**src/rtl/logs_pkg.sv**
```systemverilog
// logs_pkg -- shared definitions for the logs tone-voice family.
// Holds the voice state encoding and the default note-record field widths.
// The future multi-voice wrapper reuses these so every voice agrees on them.
package logs_pkg;

   typedef enum logic {
      ST_IDLE = 1'b0,
      ST_PLAY = 1'b1
   } state_e;

   // Default note-record field widths and tick size.
   localparam int LOGS_P_WIDTH   = 12;  // half-period field, clocks
   localparam int LOGS_D_WIDTH   = 8;   // duration field, ticks
   localparam int LOGS_TICK_LOG2 = 10;  // one tick = 2^TICK_LOG2 clocks

endpackage

```
**src/rtl/logs_voice_if.sv**
```systemverilog
// logs_voice_if -- note-command handshake bus of one voice.
//   cmd_valid       : master offers a note command
//   cmd_ready       : slave can take the command this cycle
//   cmd_half_period : clocks per square-wave half cycle (0 = rest)
//   cmd_duration    : note length in ticks (0 = discard)
// A command transfers on a clock edge where cmd_valid && cmd_ready.
interface logs_voice_if import logs_pkg::*; #(
   parameter int P_WIDTH = LOGS_P_WIDTH,
   parameter int D_WIDTH = LOGS_D_WIDTH
);

   logic               cmd_valid;
   logic               cmd_ready;
   logic [P_WIDTH-1:0] cmd_half_period;
   logic [D_WIDTH-1:0] cmd_duration;

   modport master (
      output cmd_valid,
      output cmd_half_period,
      output cmd_duration,
      input  cmd_ready
   );

   modport slave (
      input  cmd_valid,
      input  cmd_half_period,
      input  cmd_duration,
      output cmd_ready
   );

endinterface

```
**src/rtl/logs_downcounter.sv**
```systemverilog
// logs_downcounter -- loadable down-counter with a zero flag.
//   clk, reset_n : clock, asynchronous active-low reset
//   load         : load load_val on the next edge (wins over dec)
//   load_val     : value to load
//   dec          : decrement on the next edge; holds at zero, never wraps
//   zero         : count is zero (registered state, no input path)
module logs_downcounter #(
   parameter int W = 8
) (
   input  logic         clk,
   input  logic         reset_n,
   input  logic         load,
   input  logic [W-1:0] load_val,
   input  logic         dec,
   output logic         zero
);

   logic [W-1:0] count_q;
   logic [W-1:0] count_d;

   always_comb begin
      count_d = count_q;
      if (load) begin
         count_d = load_val;
      end else if (dec && (count_q != '0)) begin
         count_d = count_q - W'(1);
      end
   end

   always_ff @(posedge clk or negedge reset_n) begin
      if (!reset_n) begin
         count_q <= '0;
      end else begin
         count_q <= count_d;
      end
   end

   assign zero = (count_q == '0);

endmodule

```
**src/rtl/logs_voice.sv**
```systemverilog
// logs_voice -- single-voice square-wave tone sequencer.
// Takes (half-period, duration) note commands, buffers one pending note and
// plays each note for exactly duration * 2^TICK_LOG2 clocks, joining notes
// back-to-back with no gap.
//   clk, reset_n : clock, asynchronous active-low reset
//   cmd          : note-command handshake (slave side); cmd_ready is
//                  !pending && !stop
//   stop         : synchronous abort, flushes current and pending notes
//   audio_out    : square wave to mixer audio_in bit (registered)
//   active       : note or rest playing, drives mixer audio_mask bit
//   note_done    : one-cycle pulse after a note ends or is discarded
module logs_voice import logs_pkg::*; #(
   parameter int P_WIDTH   = LOGS_P_WIDTH,
   parameter int D_WIDTH   = LOGS_D_WIDTH,
   parameter int TICK_LOG2 = LOGS_TICK_LOG2
) (
   input  logic        clk,
   input  logic        reset_n,
   logs_voice_if.slave cmd,
   input  logic        stop,
   output logic        audio_out,
   output logic        active,
   output logic        note_done
);

   state_e               state_q, state_d;
   logic                 pend_valid_q, pend_valid_d;
   logic [P_WIDTH-1:0]   pend_half_q, pend_half_d;
   logic [D_WIDTH-1:0]   pend_dur_q, pend_dur_d;
   logic [P_WIDTH-1:0]   cur_half_q, cur_half_d;
   logic [TICK_LOG2-1:0] presc_q, presc_d;
   logic                 audio_q, audio_d;
   logic                 note_done_q, note_done_d;

   logic                 hp_load, hp_dec, hp_zero;
   logic [P_WIDTH-1:0]   hp_val;
   logic                 du_load, du_dec, du_zero;
   logic [D_WIDTH-1:0]   du_val;

   logic                 accept;
   logic                 load_pend;
   logic                 tick_first;
   logic                 tick_last;

   assign cmd.cmd_ready = !pend_valid_q && !stop;
   assign accept        = cmd.cmd_valid && cmd.cmd_ready;

   // First and last clock of each tick.
   assign tick_first = (presc_q == '0);
   assign tick_last  = (presc_q == '1);

   always_comb begin
      state_d      = state_q;
      pend_valid_d = pend_valid_q;
      pend_half_d  = pend_half_q;
      pend_dur_d   = pend_dur_q;
      cur_half_d   = cur_half_q;
      presc_d      = presc_q;
      audio_d      = audio_q;
      note_done_d  = 1'b0;
      hp_load      = 1'b0;
      hp_dec       = 1'b0;
      hp_val       = '0;
      du_load      = 1'b0;
      du_dec       = 1'b0;
      du_val       = '0;
      load_pend    = 1'b0;

      if (accept) begin
         pend_valid_d = 1'b1;
         pend_half_d  = cmd.cmd_half_period;
         pend_dur_d   = cmd.cmd_duration;
      end

      if (stop) begin
         state_d      = ST_IDLE;
         pend_valid_d = 1'b0;
         audio_d      = 1'b0;
         presc_d      = '0;
      end else begin
         unique case (state_q)
            ST_IDLE: begin
               if (pend_valid_q) begin
                  pend_valid_d = 1'b0;
                  if (pend_dur_q != '0) begin
                     load_pend = 1'b1;
                     state_d   = ST_PLAY;
                  end else begin
                     note_done_d = 1'b1;
                  end
               end
            end

            ST_PLAY: begin
               presc_d = tick_last ? '0 : presc_q + TICK_LOG2'(1);

               // Rests (half-period 0) leave the wave counter idle and low.
               if (cur_half_q != '0) begin
                  if (hp_zero) begin
                     hp_load = 1'b1;
                     hp_val  = cur_half_q - P_WIDTH'(1);
                     audio_d = !audio_q;
                  end else begin
                     hp_dec = 1'b1;
                  end
               end

               // The duration counter steps at the start of each tick, so it
               // holds the number of ticks left after the current one; zero
               // on the last clock of a tick therefore marks the note end.
               if (tick_first) begin
                  du_dec = 1'b1;
               end

               if (tick_last && du_zero) begin
                  note_done_d = 1'b1;
                  if (pend_valid_q) begin
                     pend_valid_d = 1'b0;
                     if (pend_dur_q != '0) begin
                        load_pend = 1'b1;
                     end else begin
                        state_d = ST_IDLE;
                        audio_d = 1'b0;
                     end
                  end else begin
                     state_d = ST_IDLE;
                     audio_d = 1'b0;
                  end
               end
            end

            default: state_d = ST_IDLE;
         endcase
      end

      // Note load overrides the wave/tick updates made above.
      if (load_pend) begin
         cur_half_d = pend_half_q;
         hp_load    = 1'b1;
         hp_val     = (pend_half_q == '0) ? '0 : pend_half_q - P_WIDTH'(1);
         audio_d    = (pend_half_q != '0);
         presc_d    = '0;
         du_load    = 1'b1;
         du_val     = pend_dur_q;
      end
   end

   always_ff @(posedge clk or negedge reset_n) begin
      if (!reset_n) begin
         state_q      <= ST_IDLE;
         pend_valid_q <= 1'b0;
         pend_half_q  <= '0;
         pend_dur_q   <= '0;
         cur_half_q   <= '0;
         presc_q      <= '0;
         audio_q      <= 1'b0;
         note_done_q  <= 1'b0;
      end else begin
         state_q      <= state_d;
         pend_valid_q <= pend_valid_d;
         pend_half_q  <= pend_half_d;
         pend_dur_q   <= pend_dur_d;
         cur_half_q   <= cur_half_d;
         presc_q      <= presc_d;
         audio_q      <= audio_d;
         note_done_q  <= note_done_d;
      end
   end

   logs_downcounter #(.W(P_WIDTH)) u_half_cnt (
      .clk      (clk),
      .reset_n  (reset_n),
      .load     (hp_load),
      .load_val (hp_val),
      .dec      (hp_dec),
      .zero     (hp_zero)
   );

   logs_downcounter #(.W(D_WIDTH)) u_dur_cnt (
      .clk      (clk),
      .reset_n  (reset_n),
      .load     (du_load),
      .load_val (du_val),
      .dec      (du_dec),
      .zero     (du_zero)
   );

   assign audio_out = audio_q;
   assign active    = (state_q == ST_PLAY);
   assign note_done = note_done_q;

endmodule

```
**src/flat_wrapper.sv**
```systemverilog
// flat-port wrapper written by rule: the top's interface ports become plain ports
module logs_voice_flat import logs_pkg::*;
#(
   parameter int P_WIDTH   = LOGS_P_WIDTH,
   parameter int D_WIDTH   = LOGS_D_WIDTH,
   parameter int TICK_LOG2 = LOGS_TICK_LOG2
)
  (clk, reset_n, stop, audio_out, active, note_done, cmd_cmd_valid, cmd_cmd_half_period, cmd_cmd_duration, cmd_cmd_ready);
  logs_voice_if #(.P_WIDTH(P_WIDTH), .D_WIDTH(D_WIDTH)) cmd_i ();
  input  logic clk;
  input  logic reset_n;
  input  logic stop;
  output logic audio_out;
  output logic active;
  output logic note_done;
  input wire logic [$bits(cmd_i.cmd_valid)-1:0] cmd_cmd_valid;
  input wire logic [$bits(cmd_i.cmd_half_period)-1:0] cmd_cmd_half_period;
  input wire logic [$bits(cmd_i.cmd_duration)-1:0] cmd_cmd_duration;
  output wire logic [$bits(cmd_i.cmd_ready)-1:0] cmd_cmd_ready;
  assign cmd_i.cmd_valid = cmd_cmd_valid;
  assign cmd_i.cmd_half_period = cmd_cmd_half_period;
  assign cmd_i.cmd_duration = cmd_cmd_duration;
  assign cmd_cmd_ready = cmd_i.cmd_ready;
  logs_voice #(.P_WIDTH(P_WIDTH), .D_WIDTH(D_WIDTH), .TICK_LOG2(TICK_LOG2)) u_core (.clk(clk), .reset_n(reset_n), .cmd(cmd_i), .stop(stop), .audio_out(audio_out), .active(active), .note_done(note_done));
endmodule
```
**config.mk**
```make
export PLATFORM = sky130hd
export DESIGN_NAME = logs_voice_flat
export DESIGN_NICKNAME = d
export VERILOG_FILES = /design/src/rtl/logs_pkg.sv /design/src/rtl/logs_voice_if.sv /design/src/rtl/logs_downcounter.sv /design/src/rtl/logs_voice.sv /design/src/flat_wrapper.sv
export SDC_FILE = /design/constraint.sdc
export NUM_CORES = 1
export LEC_CHECK = 0
export BUFFER_PORTS_ARGS = -buffer_cell sky130_fd_sc_hd__buf_2
export CAP_MARGIN = 40
export CORE_MARGIN = 2
export CORE_UTILIZATION = 41
export DETAILED_ROUTE_END_ITERATION = 10
export PLACE_DENSITY = 0.62
export SLEW_MARGIN = 10
export SYNTH_ARGS = -nofsm -noshare
export SYNTH_HDL_FRONTEND = slang
export SYNTH_SLANG_ARGS = --single-unit
```
**constraint.sdc**
```tcl
create_clock -name clk -period 2.4 [get_ports clk]
set_input_delay 0.48 -clock clk [delete_from_list [all_inputs] [get_ports clk]]
set_output_delay 0.48 -clock clk [all_outputs]
set_load 0.02 [all_outputs]
```
# == Word level (Yosys, flattened, before mapping) ==
# Index checks and enable logic that the tools add are counted.
# op_classes
addsub,5
eq_ne,1
mux,54
bitwise,1
n_reduce_logical,20
# ops
operator,n
12-bit two-way mux,8
10-bit two-way mux,4
12-bit nonzero test,3
12-bit by 1-bit subtractor with 12-bit output (second input constant),3
1-bit two-way mux,35
12-bit zero test,2
8-bit two-way mux,3
8-bit nonzero test,2
10-bit by 1-bit adder with 10-bit output (second input constant),1
10-bit equality test (second input constant),1
10-bit zero test,1
8-bit zero test,1
1-bit case mux with 2 select lines,4
8-bit by 1-bit subtractor with 8-bit output (second input constant),1
1-bit logical AND,5
2-bit nonzero test,2
1-bit zero test,3
3-bit nonzero test,1
1-bit NOT,1
# totals
register_bits,66
inputBits,24
out_inout_bits,4
word_cells,91

# == Depth between registers and ports, before layout ==
# depth
depth_word,9
mapped_depth,9
ltp_nobuf,7

# == Hierarchy ==
# From an unflattened synthesis, not the netlist that was laid out.
# unflattened
hier_cells,411
area_unflattened_um2,4077.7
# modules_own_cells
mod,n_inst,cells_each,area_per_inst_um2,seq_area_each_um2
logs_voice,1,264,2751.4,1151.1
logs_downcounter at u_core.u_half_cnt,1,89,798.3,300.3
logs_downcounter at u_core.u_dur_cnt,1,58,528.0,200.2

# == Least setup slack after synthesis ==
# Ideal clock, no wire load.
# synth_path
path_kind,reg-to-reg
start,register u_core.u_dur_cnt.count_q[3]
end,register u_core.cur_half_q[11]
setup_ns,0.125
arrival_ns,2.182
t_required_ns,2.275
slack_ns,0.093
path_stages_with_launch,8
path_buffers,2
period_less_slack_ns,2.307
cell_sequence,dfrtp_1 -> or4_4 -> nor4_4 -> a21oi_2 -> nor3_2 -> buf_6 -> buf_12 -> mux2_4
# synth_between
elab_chain_cells,5
# synth_lines
element,line,rtl
"start, declared",logs_downcounter.sv:18,logic [W-1:0] count_q;
"start signal, assigned",logs_downcounter.sv:34,count_q <= count_d;
8-bit zero test,logs_downcounter.sv:38,assign zero = (count_q == '0);
1-bit logical AND,logs_voice.sv:115,if (tick_last && du_zero) begin
1-bit two-way mux,logs_voice.sv:115,
1-bit case mux with 2 select lines,logs_voice.sv:81,unique case (state_q)
1-bit two-way mux,logs_voice.sv:75,if (stop) begin
"end signal, assigned",logs_voice.sv:163,cur_half_q <= cur_half_d;
"end, declared",logs_voice.sv:30,"logic [P_WIDTH-1:0] cur_half_q, cur_half_d;"
# No other way between the ends.
# A chain may end at the register's enable or synchronous reset.

# == Worst setup path after layout ==
# layout_path
start,register u_core.u_dur_cnt.count_q[3]
end,register u_core.cur_half_q[9]
# The elaborated chain is that of the path after synthesis.

==> impl_metrics.env <==
export IMPL_outcome="finished clean"
export IMPL_dr_pass1_iters=6
export IMPL_crit_type="reg2reg"
export IMPL_nets=486
export IMPL_core_um2=9284
export IMPL_ir_worst_vdd_mv=0.4124
export IMPL_cp_top_family="simple AND/OR/NAND/NOR gates"
export IMPL_route_detailed_drc=0
export IMPL_clock_skew_ns=0.01324
export IMPL_htreeDepth=3
export IMPL_die_y_um=102.0
export IMPL_crit_path_end_kind="register"
export IMPL_start_util_pct=42.45
export IMPL_clk_insertion_delay_late_ns=0.35
export IMPL_fill_cells=931
export IMPL_synth_edf_count=0
export IMPL_die_area_um2=10410
export IMPL_dpl_instance_area_um2=4343
export IMPL_cp_max_fo=29
export IMPL_critPathMaxStageDelay_ns=0.58
export IMPL_crit_buf_inv=1
export IMPL_pwr_share_seq_pct=43.9
export IMPL_num_rows=35
export IMPL_yosys_warnings=0
export IMPL_design_power_total_mw=4.166
export IMPL_period_share_pct=95.97
export IMPL_p_sw_share_pct=36.76
export IMPL_p_leak_nw=1.847
export IMPL_gr_total_overflow=0
export IMPL_cts_sinks=66
export IMPL_placement_io_buffers=27
export IMPL_final_hold_viol_count=0
export IMPL_synthTopCellsByCount="dfrtp_1, nand2_1, nor2_1"
export IMPL_antenna_cells=0
export IMPL_area_growth_pct=15.52
export IMPL_maxCapViolations=0
export IMPL_worstPathArrival_ns=2.54
export IMPL_p_int_mw=2.635
export IMPL_synth_ff_type="dfrtp_1"
export IMPL_max_slew_margin_pct=54.70
export IMPL_cts_buffer_depth=2
export IMPL_comb_power_share_pct=31.5
export IMPL_design_area_um2=4553
export IMPL_grt_start_max_net_pins=40
export IMPL_grt_setup_unrepaired="false"
export IMPL_syn_num_nets=445
export IMPL_syn_inst=411
export IMPL_cellPowerDensity_nw_per_um2=915.0
export IMPL_clk_pin_slew_worst_paths_ns=0.08
export IMPL_wire_per_inst_um=16.12
export IMPL_cts_tree="yes"
export IMPL_max_freq_mhz=434.2
export IMPL_antenna_found_initial=0
export IMPL_grt_pass1_wl_mm=16.03
export IMPL_syn_mean_instance_area_um2=9.589
export IMPL_drive_above_1_share_pct=23.68
export IMPL_grt_pass1_vias=3278
export IMPL_cts_setup_buffers=0
export IMPL_ys_top_cells_by_area="dfrtp_1, mux2_2, ha_1"
export IMPL_gp_congestion=0.8132
export IMPL_die_x_um=102.0
export IMPL_ios=28
export IMPL_cp_slowest_cell="or4_4"
export IMPL_worstMarginPinSlew_ns=0.6795
export IMPL_syn_area_um2=3941
export IMPL_ys_ff_latch=66
export IMPL_required_ns=2.64
export IMPL_cts_root_buf="clkbuf_8"
export IMPL_period_needed_ns=2.303
export IMPL_yosysTopAreaCellShare_pct=41.90
export IMPL_hpwl_mm=6.877
export IMPL_ant_nets=0
export IMPL_ys_async_sr_fraction_pct=100.0
export IMPL_grt_usage_pct=19.69
export IMPL_yosys_area_top_type="dfrtp_1"
export IMPL_yosysUniqueCellTypes=63
export IMPL_slew_viol_final=0
export IMPL_cp_cell_sequence="or4_4 > nor4_4 > a21oi_2 > nor3_4 > buf_12 > mux2_2"
export IMPL_multiInputGateArea_um2=2113
export IMPL_start_kind="register"
export IMPL_setup_violations=0
export IMPL_num_vias=3308
export IMPL_cts_buffers_inserted=9
export IMPL_wl_mm=9.431
export IMPL_tns_ns=0
export IMPL_min_path_type="in2async"
export IMPL_yosysSeqAreaShare_pct=41.90
export IMPL_viasPerCell=5.655
export IMPL_p_sw_mw=1.531
export IMPL_drt_initial_drc_count=289
export IMPL_synth_most_common_cell="dfrtp_1"
export IMPL_seq_area_um2=1652
export IMPL_clkPwrFrac_pct=24.6
[what timing repair did]
item,CTS,global route
hold buffers,0,0
gates resized for setup,0,2
setup endpoints to repair,0,5
[cell families after synthesis]
kind of cell,Yosys count,synth area share [%]
buffers and inverters,41,4.698
and+or+nand+nor,149,20.38
DFF,66,41.90
muxes,35,9.873
AOI/OAI and AO/OA,89,15.30
xor gates and xnor gates,21,4.667
adders and majority gates,10,3.175
[layout by cell type, fill, tap and decap left out, types with 10 or more instances in the layout]
cell type	n
nand2_1	29
inv_1	19
buf_2	27
dfrtp_1	66
nor2_1	29
o21ai_0	24
buf_4	23
xnor2_1	12
ha_1	10
a21oi_1	16
mux2_2	27
nor3_1	17
nand4_1	12
nand3_1	21
[flip-flops by register name (all words and copies together), names as in the netlist]
| name | count |
|---|---|
| u_core.pend_dur_q | 8 |
| u_core.audio_out | 1 |
| u_core.cur_half_q | 12 |
| u_core.presc_q | 10 |
| u_core.active | 1 |
| u_core.u_half_cnt.count_q | 12 |
| u_core.u_dur_cnt.count_q | 8 |
| u_core.note_done | 1 |
| u_core.pend_half_q | 12 |
| u_core.pend_valid_q | 1 |
[path summary, 6_finish.rpt]
| kind | from | endpoint | slack [ns] | depth (start not counted) |
|---|---|---|---|---|
| worst max register to register | u_core.u_dur_cnt.count_q[3]$_DFFE_PN0P_ | u_core.cur_half_q[9]$_DFFE_PN0N_ | 0.1 | 6 |
| worst min register to register | u_core.pend_dur_q[6]$_DFFE_PN0P_ | u_core.u_dur_cnt.count_q[6]$_DFFE_PN0P_ | 0.54 | 1 |
| worst max-delay path | u_core.u_dur_cnt.count_q[3]$_DFFE_PN0P_ | u_core.cur_half_q[9]$_DFFE_PN0N_ | 0.1 | 6 |
| min in group clk | cmd_cmd_half_period[1] | u_core.pend_half_q[1]$_DFFE_PN0P_ | 0.34 | 3 |
| max in group asynchronous | reset_n | u_core.u_half_cnt.count_q[7]$_DFFE_PN0P_ | 1.59 | 2 |
| worst min-delay path | reset_n | u_core.pend_dur_q[3]$_DFFE_PN0P_ | 0.16 | 1 |
[layout make-up]
type,instances,share of cell area [%]
Tap cell,129,3.545
Clock inverter,5,1.759
Timing Repair Buffer,52,7.639
Sequential cell,66,36.27
Inverter,19,1.566
Clock buffer,10,2.803
Multi-Input combinational cell,304,46.41
[power by group through the flow]
stage | registers (mW) | logic (mW) | clock network, mW
6_report | 1.83 | 1.31 | 1.02
5_1_grt | 1.88 | 1.47 | 1.09
4_1_cts | 1.82 | 1.31 | 1.04
3_5_place_dp | 1.83 | 1.30 | 0
3_3_place_gp | 1.81 | 1.27 | 0
2_1_floorplan | 1.71 | 0.961 | 0
[through the flow]
step	cells	setup WS, ns	utilization [%]	hold slack [ns]
2_1_floorplan	411	0.09252	-	0.1844
3_3_place_gp	570	0.1641	46.78	0.5230
3_5_place_dp	570	0.1062	46.78	0.5239
4_1_cts	585	0.08422	49.02	0.1730
5_1_grt	585	0.0002800	49.04	0.2010
6_report	585	0.09683	49.04	0.1573
[worst register-to-register path: stages (launching register included)]
cell     delay, ns
dfrtp_1       0.39
or4_4         0.58
nor4_4        0.30
a21oi_2       0.13
nor3_4        0.21
buf_12        0.21
mux2_2        0.36
[routing by layer]
layer	wire [µm]	up-vias	share of wire, %	track usage (%)
met2	4462	109	47	31.73
met5	0	-	0	0
met3	379	12	4.0	2.941
met1	4479	1588	47	27.69
met4	110	0	1.2	5.744
li1	-	1599	-	-
(Power assumes the default switching activity.)
